===== src/rtl/frame_sequencer_pkg.sv =====
// Shared types and defaults for the frame sequencer: FSM state encoding,
// pipeline mode codes, data word size and default frame geometry.
package frame_sequencer_pkg;

    localparam int WORD_SIZE        = 8;
    localparam int DEF_FRAME_WIDTH  = 640;
    localparam int DEF_FRAME_HEIGHT = 480;
    localparam int DEF_FLUSH_LEN    = 2 * DEF_FRAME_WIDTH + 4;
    localparam int DEF_CNT_WIDTH    = 11;
    localparam int DEF_TIMEOUT      = 4096;

    typedef enum logic [2:0] {
        S_IDLE   = 3'd0,
        S_START  = 3'd1,
        S_ACTIVE = 3'd2,
        S_FLUSH  = 3'd3,
        S_DONE   = 3'd4
    } seq_state_e;

    typedef enum logic [WORD_SIZE-1:0] {
        MODE_PASS   = 8'd0,
        MODE_GRAY   = 8'd1,
        MODE_SOBEL  = 8'd2,
        MODE_THRESH = 8'd3,
        MODE_CC     = 8'd4,
        MODE_COLOR  = 8'd5
    } mode_e;

    // Bits needed to hold values 0 .. n-1 (at least one bit).
    function automatic int cnt_bits(input int n);
        return (n < 2) ? 1 : $clog2(n);
    endfunction

endpackage


===== src/rtl/frame_sequencer_if.sv =====
// Control/handshake bundle between the pixel source / host and the sequencer.
// in_valid/in_ready: a pixel moves in every cycle both are high; in_ready is
// only high in ACTIVE. cfg_wr is held until the one-cycle cfg_ack, then dropped.
interface frame_sequencer_if;
    import frame_sequencer_pkg::*;

    logic                 start;
    logic                 in_valid;
    logic                 in_ready;
    logic                 cfg_wr;
    logic [WORD_SIZE-1:0] cfg_mode;
    logic [WORD_SIZE-1:0] cfg_threshold;
    logic                 cfg_ack;
    logic                 pipe_en;
    logic                 pipe_hsync;
    logic                 pipe_vsync;
    logic                 pad;
    logic [WORD_SIZE-1:0] mode;
    logic [WORD_SIZE-1:0] threshold;
    logic                 busy;
    logic                 frame_done;
    logic [15:0]          frame_count;
    logic                 timeout_err;
    seq_state_e           dbg_state;

    modport master (
        output start, in_valid, cfg_wr, cfg_mode, cfg_threshold,
        input  in_ready, cfg_ack, pipe_en, pipe_hsync, pipe_vsync, pad,
               mode, threshold, busy, frame_done, frame_count, timeout_err,
               dbg_state
    );

    modport slave (
        input  start, in_valid, cfg_wr, cfg_mode, cfg_threshold,
        output in_ready, cfg_ack, pipe_en, pipe_hsync, pipe_vsync, pad,
               mode, threshold, busy, frame_done, frame_count, timeout_err,
               dbg_state
    );

endinterface


===== src/rtl/frame_sequencer_cfg_shadow.sv =====
// Shadow/active configuration pair: host writes land in the shadow with a
// one-cycle ack; the active copy only changes when the sequencer starts a frame.
module frame_sequencer_cfg_shadow
    import frame_sequencer_pkg::*;
(
    input  logic                 clk,
    input  logic                 reset_n,
    input  logic                 cfg_wr_i,
    input  logic [WORD_SIZE-1:0] cfg_mode_i,
    input  logic [WORD_SIZE-1:0] cfg_threshold_i,
    input  logic                 copy_i,
    output logic                 cfg_ack_o,
    output logic [WORD_SIZE-1:0] mode_o,
    output logic [WORD_SIZE-1:0] threshold_o
);

    logic                 ack_q;
    logic [WORD_SIZE-1:0] shadow_mode_q;
    logic [WORD_SIZE-1:0] shadow_thr_q;
    logic [WORD_SIZE-1:0] mode_q;
    logic [WORD_SIZE-1:0] thr_q;
    logic                 accept;

    // A write still held high during its own ack cycle must not re-trigger.
    assign accept = cfg_wr_i && !ack_q;

    always_ff @(posedge clk or negedge reset_n) begin
        if (!reset_n) begin
            ack_q         <= 1'b0;
            shadow_mode_q <= MODE_PASS;
            shadow_thr_q  <= '0;
            mode_q        <= MODE_PASS;
            thr_q         <= '0;
        end else begin
            ack_q <= accept;
            if (accept) begin
                shadow_mode_q <= cfg_mode_i;
                shadow_thr_q  <= cfg_threshold_i;
            end
            // Nonblocking copy reads the shadow before a same-cycle write.
            if (copy_i) begin
                mode_q <= shadow_mode_q;
                thr_q  <= shadow_thr_q;
            end
        end
    end

    assign cfg_ack_o   = ack_q;
    assign mode_o      = mode_q;
    assign threshold_o = thr_q;

endmodule


===== src/rtl/frame_sequencer.sv =====
// Frame sequencer: walks IDLE -> START -> ACTIVE -> FLUSH -> DONE per frame,
// drives pipeline enable/sync/pad strobes. Optional stall watchdog: FRAME_SEQ_WATCHDOG_EN.
module frame_sequencer
    import frame_sequencer_pkg::*;
#(
    parameter int FRAME_WIDTH  = DEF_FRAME_WIDTH,
    parameter int FRAME_HEIGHT = DEF_FRAME_HEIGHT,
    parameter int FLUSH_LEN    = DEF_FLUSH_LEN,
    parameter int CNT_WIDTH    = DEF_CNT_WIDTH,
    parameter int TIMEOUT      = DEF_TIMEOUT
) (
    input logic              clk,
    input logic              reset_n,
    frame_sequencer_if.slave bus
);

    localparam int FLUSH_W = cnt_bits(FLUSH_LEN);
    localparam logic [CNT_WIDTH-1:0] X_LAST     = CNT_WIDTH'(FRAME_WIDTH - 1);
    localparam logic [CNT_WIDTH-1:0] Y_LAST     = CNT_WIDTH'(FRAME_HEIGHT - 1);
    localparam logic [FLUSH_W-1:0]   FLUSH_LAST = FLUSH_W'(FLUSH_LEN - 1);

    if (FRAME_WIDTH < 1 || FRAME_HEIGHT < 1 || FLUSH_LEN < 1 || TIMEOUT < 1) begin : g_bad_params
        $error("frame_sequencer: geometry, flush and timeout parameters must be positive");
    end

    seq_state_e           state_q;
    logic [CNT_WIDTH-1:0] x_q;
    logic [CNT_WIDTH-1:0] y_q;
    logic [FLUSH_W-1:0]   flush_q;
    logic [15:0]          frame_count_q;
    logic                 xfer;
    logic                 x_last;
    logic                 start_copy;

`ifdef FRAME_SEQ_WATCHDOG_EN
    localparam int STALL_W = cnt_bits(TIMEOUT);
    localparam logic [STALL_W-1:0] STALL_LAST = STALL_W'(TIMEOUT - 1);
    logic [STALL_W-1:0] stall_q;
    logic               timeout_q;
`endif

    assign xfer       = (state_q == S_ACTIVE) && bus.in_valid;
    assign x_last     = (x_q == X_LAST);
    assign start_copy = (state_q == S_START);

    always_ff @(posedge clk or negedge reset_n) begin
        if (!reset_n) begin
            state_q       <= S_IDLE;
            x_q           <= '0;
            y_q           <= '0;
            flush_q       <= '0;
            frame_count_q <= '0;
`ifdef FRAME_SEQ_WATCHDOG_EN
            stall_q       <= '0;
            timeout_q     <= 1'b0;
`endif
        end else begin
            case (state_q)
                S_IDLE: if (bus.start) state_q <= S_START;
                S_START: begin
                    x_q     <= '0;
                    y_q     <= '0;
`ifdef FRAME_SEQ_WATCHDOG_EN
                    stall_q <= '0;
`endif
                    state_q <= S_ACTIVE;
                end
                S_ACTIVE: begin
                    if (xfer) begin
                        if (x_last) begin
                            x_q <= '0;
                            y_q <= y_q + 1'b1;
                            if (y_q == Y_LAST) begin
                                flush_q <= FLUSH_LAST;
                                state_q <= S_FLUSH;
                            end
                        end else begin
                            x_q <= x_q + 1'b1;
                        end
                    end
`ifdef FRAME_SEQ_WATCHDOG_EN
                    // A stalled source truncates the frame rather than hanging the pipe.
                    if (bus.in_valid) begin
                        stall_q <= '0;
                    end else if (stall_q == STALL_LAST) begin
                        stall_q   <= '0;
                        timeout_q <= 1'b1;
                        flush_q   <= FLUSH_LAST;
                        state_q   <= S_FLUSH;
                    end else begin
                        stall_q <= stall_q + 1'b1;
                    end
`endif
                end
                S_FLUSH: begin
                    // x keeps running so row-end strobes continue through the drain.
                    x_q <= x_last ? '0 : x_q + 1'b1;
                    if (flush_q == '0) state_q <= S_DONE;
                    else               flush_q <= flush_q - 1'b1;
                end
                S_DONE: begin
                    frame_count_q <= frame_count_q + 1'b1;
                    state_q       <= bus.start ? S_START : S_IDLE;
                end
                default: state_q <= S_IDLE;
            endcase
        end
    end

    frame_sequencer_cfg_shadow u_cfg (
        .clk             (clk),
        .reset_n         (reset_n),
        .cfg_wr_i        (bus.cfg_wr),
        .cfg_mode_i      (bus.cfg_mode),
        .cfg_threshold_i (bus.cfg_threshold),
        .copy_i          (start_copy),
        .cfg_ack_o       (bus.cfg_ack),
        .mode_o          (bus.mode),
        .threshold_o     (bus.threshold)
    );

    // Strobes decode the registered state; only pipe_en/hsync in ACTIVE see in_valid.
    assign bus.in_ready    = (state_q == S_ACTIVE);
    assign bus.pipe_en     = xfer || (state_q == S_FLUSH);
    assign bus.pipe_hsync  = (xfer || (state_q == S_FLUSH)) && x_last;
    assign bus.pipe_vsync  = (state_q == S_START);
    assign bus.pad         = (state_q == S_FLUSH);
    assign bus.busy        = (state_q != S_IDLE);
    assign bus.frame_done  = (state_q == S_DONE);
    assign bus.frame_count = frame_count_q;
    assign bus.dbg_state   = state_q;
`ifdef FRAME_SEQ_WATCHDOG_EN
    assign bus.timeout_err = timeout_q;
`else
    assign bus.timeout_err = 1'b0;
`endif

endmodule

===== src/flat_wrapper.sv =====
// flat-port wrapper written by rule: the top's interface ports become plain ports
module frame_sequencer_flat import frame_sequencer_pkg::*;
#(
    parameter int FRAME_WIDTH  = DEF_FRAME_WIDTH,
    parameter int FRAME_HEIGHT = DEF_FRAME_HEIGHT,
    parameter int FLUSH_LEN    = DEF_FLUSH_LEN,
    parameter int CNT_WIDTH    = DEF_CNT_WIDTH,
    parameter int TIMEOUT      = DEF_TIMEOUT
)
  (clk, reset_n, bus_start, bus_in_valid, bus_cfg_wr, bus_cfg_mode, bus_cfg_threshold, bus_in_ready, bus_cfg_ack, bus_pipe_en, bus_pipe_hsync, bus_pipe_vsync, bus_pad, bus_mode, bus_threshold, bus_busy, bus_frame_done, bus_frame_count, bus_timeout_err, bus_dbg_state);
  frame_sequencer_if bus_i ();
  input logic clk;
  input logic reset_n;
  input wire logic [$bits(bus_i.start)-1:0] bus_start;
  input wire logic [$bits(bus_i.in_valid)-1:0] bus_in_valid;
  input wire logic [$bits(bus_i.cfg_wr)-1:0] bus_cfg_wr;
  input wire logic [$bits(bus_i.cfg_mode)-1:0] bus_cfg_mode;
  input wire logic [$bits(bus_i.cfg_threshold)-1:0] bus_cfg_threshold;
  output wire logic [$bits(bus_i.in_ready)-1:0] bus_in_ready;
  output wire logic [$bits(bus_i.cfg_ack)-1:0] bus_cfg_ack;
  output wire logic [$bits(bus_i.pipe_en)-1:0] bus_pipe_en;
  output wire logic [$bits(bus_i.pipe_hsync)-1:0] bus_pipe_hsync;
  output wire logic [$bits(bus_i.pipe_vsync)-1:0] bus_pipe_vsync;
  output wire logic [$bits(bus_i.pad)-1:0] bus_pad;
  output wire logic [$bits(bus_i.mode)-1:0] bus_mode;
  output wire logic [$bits(bus_i.threshold)-1:0] bus_threshold;
  output wire logic [$bits(bus_i.busy)-1:0] bus_busy;
  output wire logic [$bits(bus_i.frame_done)-1:0] bus_frame_done;
  output wire logic [$bits(bus_i.frame_count)-1:0] bus_frame_count;
  output wire logic [$bits(bus_i.timeout_err)-1:0] bus_timeout_err;
  output wire logic [$bits(bus_i.dbg_state)-1:0] bus_dbg_state;
  assign bus_i.start = bus_start;
  assign bus_i.in_valid = bus_in_valid;
  assign bus_i.cfg_wr = bus_cfg_wr;
  assign bus_i.cfg_mode = bus_cfg_mode;
  assign bus_i.cfg_threshold = bus_cfg_threshold;
  assign bus_in_ready = bus_i.in_ready;
  assign bus_cfg_ack = bus_i.cfg_ack;
  assign bus_pipe_en = bus_i.pipe_en;
  assign bus_pipe_hsync = bus_i.pipe_hsync;
  assign bus_pipe_vsync = bus_i.pipe_vsync;
  assign bus_pad = bus_i.pad;
  assign bus_mode = bus_i.mode;
  assign bus_threshold = bus_i.threshold;
  assign bus_busy = bus_i.busy;
  assign bus_frame_done = bus_i.frame_done;
  assign bus_frame_count = bus_i.frame_count;
  assign bus_timeout_err = bus_i.timeout_err;
  assign bus_dbg_state = bus_i.dbg_state;
  frame_sequencer #(.FRAME_WIDTH(FRAME_WIDTH), .FRAME_HEIGHT(FRAME_HEIGHT), .FLUSH_LEN(FLUSH_LEN), .CNT_WIDTH(CNT_WIDTH), .TIMEOUT(TIMEOUT)) u_core (.clk(clk), .reset_n(reset_n), .bus(bus_i));
endmodule

===== config.mk =====
export PLATFORM = sky130hd
export DESIGN_NAME = frame_sequencer_flat
export DESIGN_NICKNAME = d
export VERILOG_FILES = /design/src/rtl/frame_sequencer_pkg.sv /design/src/rtl/frame_sequencer_if.sv /design/src/rtl/frame_sequencer_cfg_shadow.sv /design/src/rtl/frame_sequencer.sv /design/src/flat_wrapper.sv
export SDC_FILE = /design/constraint.sdc
export NUM_CORES = 1
export LEC_CHECK = 0
export BUFFER_PORTS_ARGS = -buffer_cell sky130_fd_sc_hd__clkbuf_2
export CAP_MARGIN = 20
export CORE_ASPECT_RATIO = 1.2
export CORE_MARGIN = 5
export CORE_UTILIZATION = 40
export CTS_CLUSTER_DIAMETER = 60
export CTS_CLUSTER_SIZE = 8
export DETAILED_ROUTE_END_ITERATION = 8
export SYNTH_ARGS = -nofsm -noshare
export SYNTH_HDL_FRONTEND = slang
export SYNTH_SLANG_ARGS = --single-unit
export TNS_END_PERCENT = 10

===== constraint.sdc =====
create_clock -name clk -period 2.57 [get_ports clk]
set_input_delay 0.3855 -clock clk [delete_from_list [all_inputs] [get_ports clk]]
set_output_delay 0.3855 -clock clk [all_outputs]
set_load 0.005 [all_outputs]

==> results.yml, run 1 <==
drt:
  drtIter0Drc: 117
  drtPass1Iterations: 4
  drc: 0
  vias_per_cell: 5.290
  routedWlPerCell_um: 14.94
  ant_nets: 0
  routed_wirelength_um: 8965
  num_vias: 3174
synthesis:
  ys_seq_area_frac: 0.5156
  synth_top_area_frac: 0.5156
  async_reset_ff_frac: 1.000
  ys_seq_elements: 85
  ys_top_cells_by_area: "dfrtp_1 (52%), nand2_1 (6.7%), mux2_2 (4.6%), xnor2_1 (2.5%), nand3_1 (2.2%)"
  netlist_instances: 406
  ys.flop_type: "dfrtp_1"
  netlist_area_um2: 4125
  yosysWarningCount: 0
  avgSynthCellArea_um2: 10.16
  yosys.cell_types.count: 60
  synth_top_cell_by_area: "dfrtp_1"
  synth_edf_count: 0
  yosysMostFrequentCell: "dfrtp_1"
  synth_nets: 431
  synthTopCellsByCount: "dfrtp_1 (85), nand2_1 (74), nand3_1 (18), mux2_2 (17), o21ai_0 (17)"
worst_hold_path:
  hp-class: "primary input to async pin"
global_route:
  overflow: 0
  grt_pass1_vias: 3291
  grt_pass1_wl_um: 15490
  busiest_layer: "met2"
  met3_usage: 0.04428
  antenna_found_initial: 0
  grt_usage: 0.1557
  grt_max_degree: 37
  use_met2: 0.2456
  use_met1: 0.2039
sta:
  fin_setup_tns_ns: 0
  finalHoldViolCount: 4
  rsz0062_at_grt: "false"
  maxClockFrequency_mhz: 437.1
  slew_violations: 0
  min_period_over_period: 0.8901
  worst_pin_slew_ns: 0.5833
  slew-limit-headroom: 0.6070
  setup_viol: 0
  min_period_ns: 2.288
  holdWs_ns: -0.006661
  skew_ns: 0.004974
clocking:
  cts_root_buffer: "clkbuf_16"
  clk_path_buf_depth: 2
  clkTransAtPathRegs_ns: 0.06
  hold_buffers: 0
  cts_tree: "done"
  cts_inserted_buffers: 9
  cts_resized: 0
  cts.sinks: 85
  htree_levels: 3
  clk_latency_ns: 0.34
  post_cts.repair.setup_buffers: 0
finish:
  regArea_um2: 2127
  nets: 494
  num_antenna_cells: 0
  multi_input_area_um2: 1869
  drive_gt1_frac: 0.2511
  num-fill-cells: 969
  fin_cells: 600
  area_delta_synth_final_pct: 19.90
status:
  status: "complete, but fails checks"
  violations: "hold timing"
placed_design:
  dp.cells: 584
  gp_congestion: 0.8377
  portBuffers: 63
  place_hpwl_um: 6420
critical_path:
  path_class: "register to primary output"
  worstPathRequired_ns: 2.18
  cp-end-kind: "primary output"
  critical_path.cell_chain: "ha_1 > and4_1 > nand3_1 > nor2_1 > clkbuf_2"
  crit_arrival_ns: 1.90
  startpoint_type: "register"
  crit_path_max_fanout: 9
  slowest_stage: "and4_1"
  crit_path_max_incr_delay_ns: 0.42
floorplan:
  core_area_um2: 10060
  fp.dieW_um: 102.7
  io_pins: 65
  initial_core_util: 0.4101
  num_rows: 40
  fp.dieH_um: 121.2
  die_area_um2: 12450
run:
  maxCapViolCount: 0
pwr:
  power_density_nw_per_um2: 651.4
  power_leakage_nw: 2.376
  vdd_drop_max_uv: 329.5
-- kinds of logic after synthesis --
| family | after synthesis | share of synthesized area |
|---|---|---|
| AND/OR/NAND/NOR | 181 | 0.2369 |
| buffers and inverters | 32 | 0.03124 |
| other | 1 | 0.0009090 |
| flip-flops | 85 | 0.5156 |
| multiplexers | 17 | 0.04640 |
| AO/OA/AOI/OAI | 66 | 0.1144 |
| adder cells (fa/ha/maj) | 4 | 0.01213 |
| XOR/XNOR | 20 | 0.04246 |
-- layout by cell type (no fill, tap or decap), drive strengths merged, types with 3 or more instances in the layout --
cell type / Yosys / layout
a21oi: 8 / 8
a22o: 4 / 4
a22oi: 3 / 3
and2: 5 / 5
and3: 7 / 7
and4: 3 / 3
buf: 7 / 10
bufinv: 0 / 3
clkbuf: 13 / 73
dfrtp: 85 / 85
ha: 4 / 4
inv: 12 / 13
mux2: 17 / 17
nand2: 74 / 74
nand2b: 4 / 4
nand3: 18 / 18
nand4: 10 / 10
nor2: 16 / 16
nor2b: 3 / 3
nor3: 10 / 10
nor4: 7 / 7
o211ai: 3 / 3
o21ai: 17 / 17
o22a: 3 / 3
o31ai: 5 / 5
or2: 3 / 3
or3: 7 / 7
or4: 6 / 6
xnor2: 12 / 12
xor2: 8 / 8
-- metal layers --
metal  wire length [um]  vias to the layer above  share of wire
met2               4174                       71           0.47
met4                134                        0          0.015
li1                   -                     1571              -
met5                  0                        -              0
met1               4118                     1522           0.46
met3                537                       10          0.060
-- registers in the layout (all words and copies together), names as in the netlist --
signal and flops:
u_core.u_cfg.shadow_mode_q 8, u_core.x_q 11, u_core.u_cfg.mode_o 8, u_core.bus.dbg_state 3, u_core.y_q 11, u_core.u_cfg.shadow_thr_q 8, u_core.u_cfg.threshold_o 8, u_core.bus.frame_count 16
u_core.flush_q 11, u_core.u_cfg.cfg_ack_o 1
-- where the power goes --
group	total (W)	switching (W)	leakage, nW	internal, W
combinational	0.000225	0.000114	1.12	0.000111
clock	0.00150	0.000523	0.166	0.000980
sequential	0.00149	0.0000660	1.09	0.00143
-- cell type report --
| cell class | count | area share |
|---|---|---|
| flip-flops and latches | 85 | 0.4301 |
| multi-input cells | 289 | 0.3779 |
| repair buffers | 72 | 0.08045 |
| clock buffers | 11 | 0.04908 |
| well taps | 126 | 0.03187 |
| clock inverters | 5 | 0.02150 |
| inverters | 12 | 0.009107 |
-- final timing paths --
check / from / endpoint / slack [ns] / cells past startpoint
min in group clk: bus_cfg_threshold[6] / u_core.u_cfg.shadow_thr_q[6] / 0.28 / 2
worst max register to register: u_core.x_q[0] / u_core.flush_q[4] / 0.49 / 5
worst min register to register: u_core.u_cfg.cfg_ack_o / u_core.u_cfg.cfg_ack_o / 0.44 / 1
worst min-delay path: reset_n / u_core.bus.frame_count[2] / -0.007 / 1
max in group asynchronous: reset_n / u_core.y_q[7] / 1.95 / 2
worst max-delay path: u_core.x_q[0] / bus_pipe_hsync / 0.28 / 5
-- stage by stage --
| stage | hold WS [ns] | area, um2 | setup slack [ns] | power [W] | utilization |
|---|---|---|---|---|---|
| after global placement | 0.3709 | 4597 | 0.5455 | 0.001740 | 0.4570 |
| after CTS | 0.008118 | 4946 | 0.2550 | 0.003265 | 0.4917 |
| final | -0.006661 | 4946 | 0.2824 | 0.003222 | 0.4917 |
| after global routing | 0.02774 | 4946 | 0.09931 | 0.003361 | 0.4917 |
| after floorplan | 0.08991 | 4125 | 0.7157 | 0.001650 | - |
| after detailed placement | 0.3755 | 4597 | 0.5092 | 0.001748 | 0.4570 |
-- worst max-delay path: cells and delay by family, from the launching register on --
family / cells / cell delay (ns)
flip-flops: 1 / 0.39
adder cells (fa/ha/maj): 1 / 0.22
AND/OR/NAND/NOR: 3 / 0.84
buffers and inverters: 1 / 0.13
(Power assumes the default switching activity.)
==> run 2, diff against run 1 <==
- clock period: 2.57 -> 1.9 ns (I/O delays scaled with it)
==> run 2 against run 1 <==
- the flow finishes with violations (setup timing)
- sequential share of layout area shrank 2.3 points
- clock power rose by 15%
- final cell count up 5.5%
- setup slack got worse by 0.32 ns
- clock-buffer cell count is the same
- clock skew hardly changed
- cell area grew 5.7%
- worst hold slack gained 0.19 ns
- wire length increased by 4.6%
- power is 27% higher
- via count rose by 4.8%
- largest power group is now sequential cells
- highest routed layer unchanged
==> results.yml, run 2 (same netlist as run 1, synthesis figures left out) <==
status:
  status: "complete, but fails checks"
  violations: "setup timing"
placed_design:
  gp_congestion: 0.8342
  portBuffers: 63
  place_ws_ns: -0.01040
  place_hpwl_um: 6828
finish:
  num-fill-cells: 941
  area_delta_synth_final_pct: 26.69
  nets: 527
  largest_reg_flops: 16
  drive_gt1_frac: 0.3333
  final_cell_mix: "dfrtp_1 (84), nand2_1 (73), clkbuf_2 (62)"
  num_antenna_cells: 0
  layout_commonest_cell: "dfrtp_1"
drt:
  drtPass1Iterations: 4
  drc: 0
  drtIter0Drc: 138
  ant_nets: 0
  vias_per_cell: 5.256
  routed_wirelength_um: 9380
  routedWlPerCell_um: 14.82
  num_vias: 3327
sta:
  min_period_ns: 1.938
  rsz0062_at_grt: "true"
  slew_violations: 0
  setup_ws_ns: -0.03767
  setup_viol: 4
  finalHoldViolCount: 0
  skew_ns: 0.005112
  min_period_over_period: 1.020
  maxClockFrequency_mhz: 516.1
critical_path:
  startpoint_type: "register"
  critical_path.cell_chain: "inv_2 > ha_4 > or4b_4 > nor4_4 > buf_4 > nor3b_1 > o22a_1"
  path_class: "register to register"
  crit_path_max_fanout: 6
  reg2reg_depth: 7
  cpLargestDelayFamily: "simple AND/OR/NAND/NOR gates"
  cp-end-kind: "register"
  worstPathRequired_ns: 2.12
  reg2reg_setup_slack_ns: -0.04
  r2r_end: "u_core.flush_q[5]"
  slowest_stage: "or4b_4"
  crit_path_max_incr_delay_ns: 0.50
  timing.rr.start: "u_core.flush_q[0]"
  crit_arrival_ns: 2.15
  cp.buffers_inverters: 2
clocking:
  clk_path_buf_depth: 2
  cts_inserted_buffers: 9
  cts_root_buffer: "clkbuf_16"
  htree_levels: 3
  cts_tree: "done"
  clk_latency_ns: 0.33
  cts.sinks: 85
  clkTransAtPathRegs_ns: 0.06
pwr:
  power_w: 0.004098
  p_sw_w: 0.0009345
  power_frac_comb: 0.089
  power_density_nw_per_um2: 784.1
  p_sw_frac: 0.2281
  internal_power_w: 0.003163
  power_leakage_nw: 2.540
  vdd_drop_max_uv: 436.0
  p_seq_frac: 0.492
  power_frac_clock: 0.419
floorplan:
  fp.dieW_um: 102.7
  num_rows: 40
  fp.dieH_um: 121.2
  die_area_um2: 12450
  initial_core_util: 0.4101
  core_area_um2: 10060
  io_pins: 65
global_route:
  grt_pass1_wl_um: 15690
  antenna_found_initial: 0
  overflow: 0
  grt_pass1_vias: 3351
  grt_max_degree: 38
  grt_usage: 0.1570
worst_hold_path:
  hp-class: "primary input to register"
  hp-start: "bus_cfg_threshold[3]"
  min_to: "u_core.u_cfg.shadow_thr_q[3]"
  hold_depth: 2
run:
  maxCapViolCount: 0
-- run 2: changes by cell type in the layout (fill, tap and decap cells not counted), moves of 3 or more --
cell and change:
buf_6 +3, o21ai_0 -4, inv_1 -4, buf_4 +29
clkinv_2 +4, inv_2 +3
-- run 2: area by class of cell --
type,instances,area [um2],share of cell area
Inverter,12,47.55,0.009097
Clock buffer,11,242.7,0.04644
Timing Repair Buffer,105,659.4,0.1262
Clock inverter,5,50.05,0.009576
Sequential cell,85,2128,0.4072
Tap cell,126,157.7,0.03017
Multi-Input combinational cell,289,1941,0.3713
-- run 2: stage by stage --
stage / setup TNS (ns) / utilization / instance area (um2) / instances / hold slack, ns
after floorplan: 0 / - / 4125 / 406 / -0.01059
after global placement: 0 / 0.4786 / 4815 / 613 / 0.1897
after detailed placement: -0.02068 / 0.4786 / 4815 / 613 / 0.1929
after CTS: -0.07917 / 0.5131 / 5161 / 631 / 0.1673
after global routing: -0.9744 / 0.5195 / 5226 / 633 / 0.1711
final: -0.1054 / 0.5195 / 5226 / 633 / 0.1843
-- run 2: worst max path at each step --
| stage | from | end | slack (ns) | depth (start not counted) |
|---|---|---|---|---|
| 2_1_floorplan | u_core.flush_q[0] | u_core.flush_q[8] | 0.05 | 6 |
| 3_3_place_gp | u_core.flush_q[0] | u_core.flush_q[6] | 0.02 | 6 |
| 3_5_place_dp | u_core.flush_q[1] | u_core.flush_q[10] | -0.01 | 6 |
| 4_1_cts | u_core.flush_q[1] | u_core.flush_q[6] | -0.02 | 6 |
| 5_1_grt | u_core.flush_q[0] | u_core.flush_q[5] | -0.1 | 7 |
| 6_report | u_core.flush_q[0] | u_core.flush_q[5] | -0.04 | 7 |
-- run 2: routing by layer --
metal	global-route usage	up-vias	share of wire
li1	-	1637	-
met3	0.03968	15	0.058
met5	0	-	0
met1	0.1945	1599	0.44
met4	0.07137	0	0.021
met2	0.2544	76	0.48
-- run 2: timing repair --
action | CTS | global route
resized for setup | 14 | 17
setup buffers | 1 | 2
hold buffers | 1 | 0
pin swaps | 1 | 3
hold endpoints to repair | 18 | 0
endpoints found under the setup margin | 7 | 18
-- run 2: power groups by stage --
stage	registers, W	logic (W)	clock network, W
floorplan	0.00204	0.000196	0
global placement	0.00204	0.000352	0
detailed placement	0.00204	0.000363	0
CTS	0.00201	0.000372	0.00177
global route	0.00203	0.000416	0.00184
finish	0.00202	0.000364	0.00172
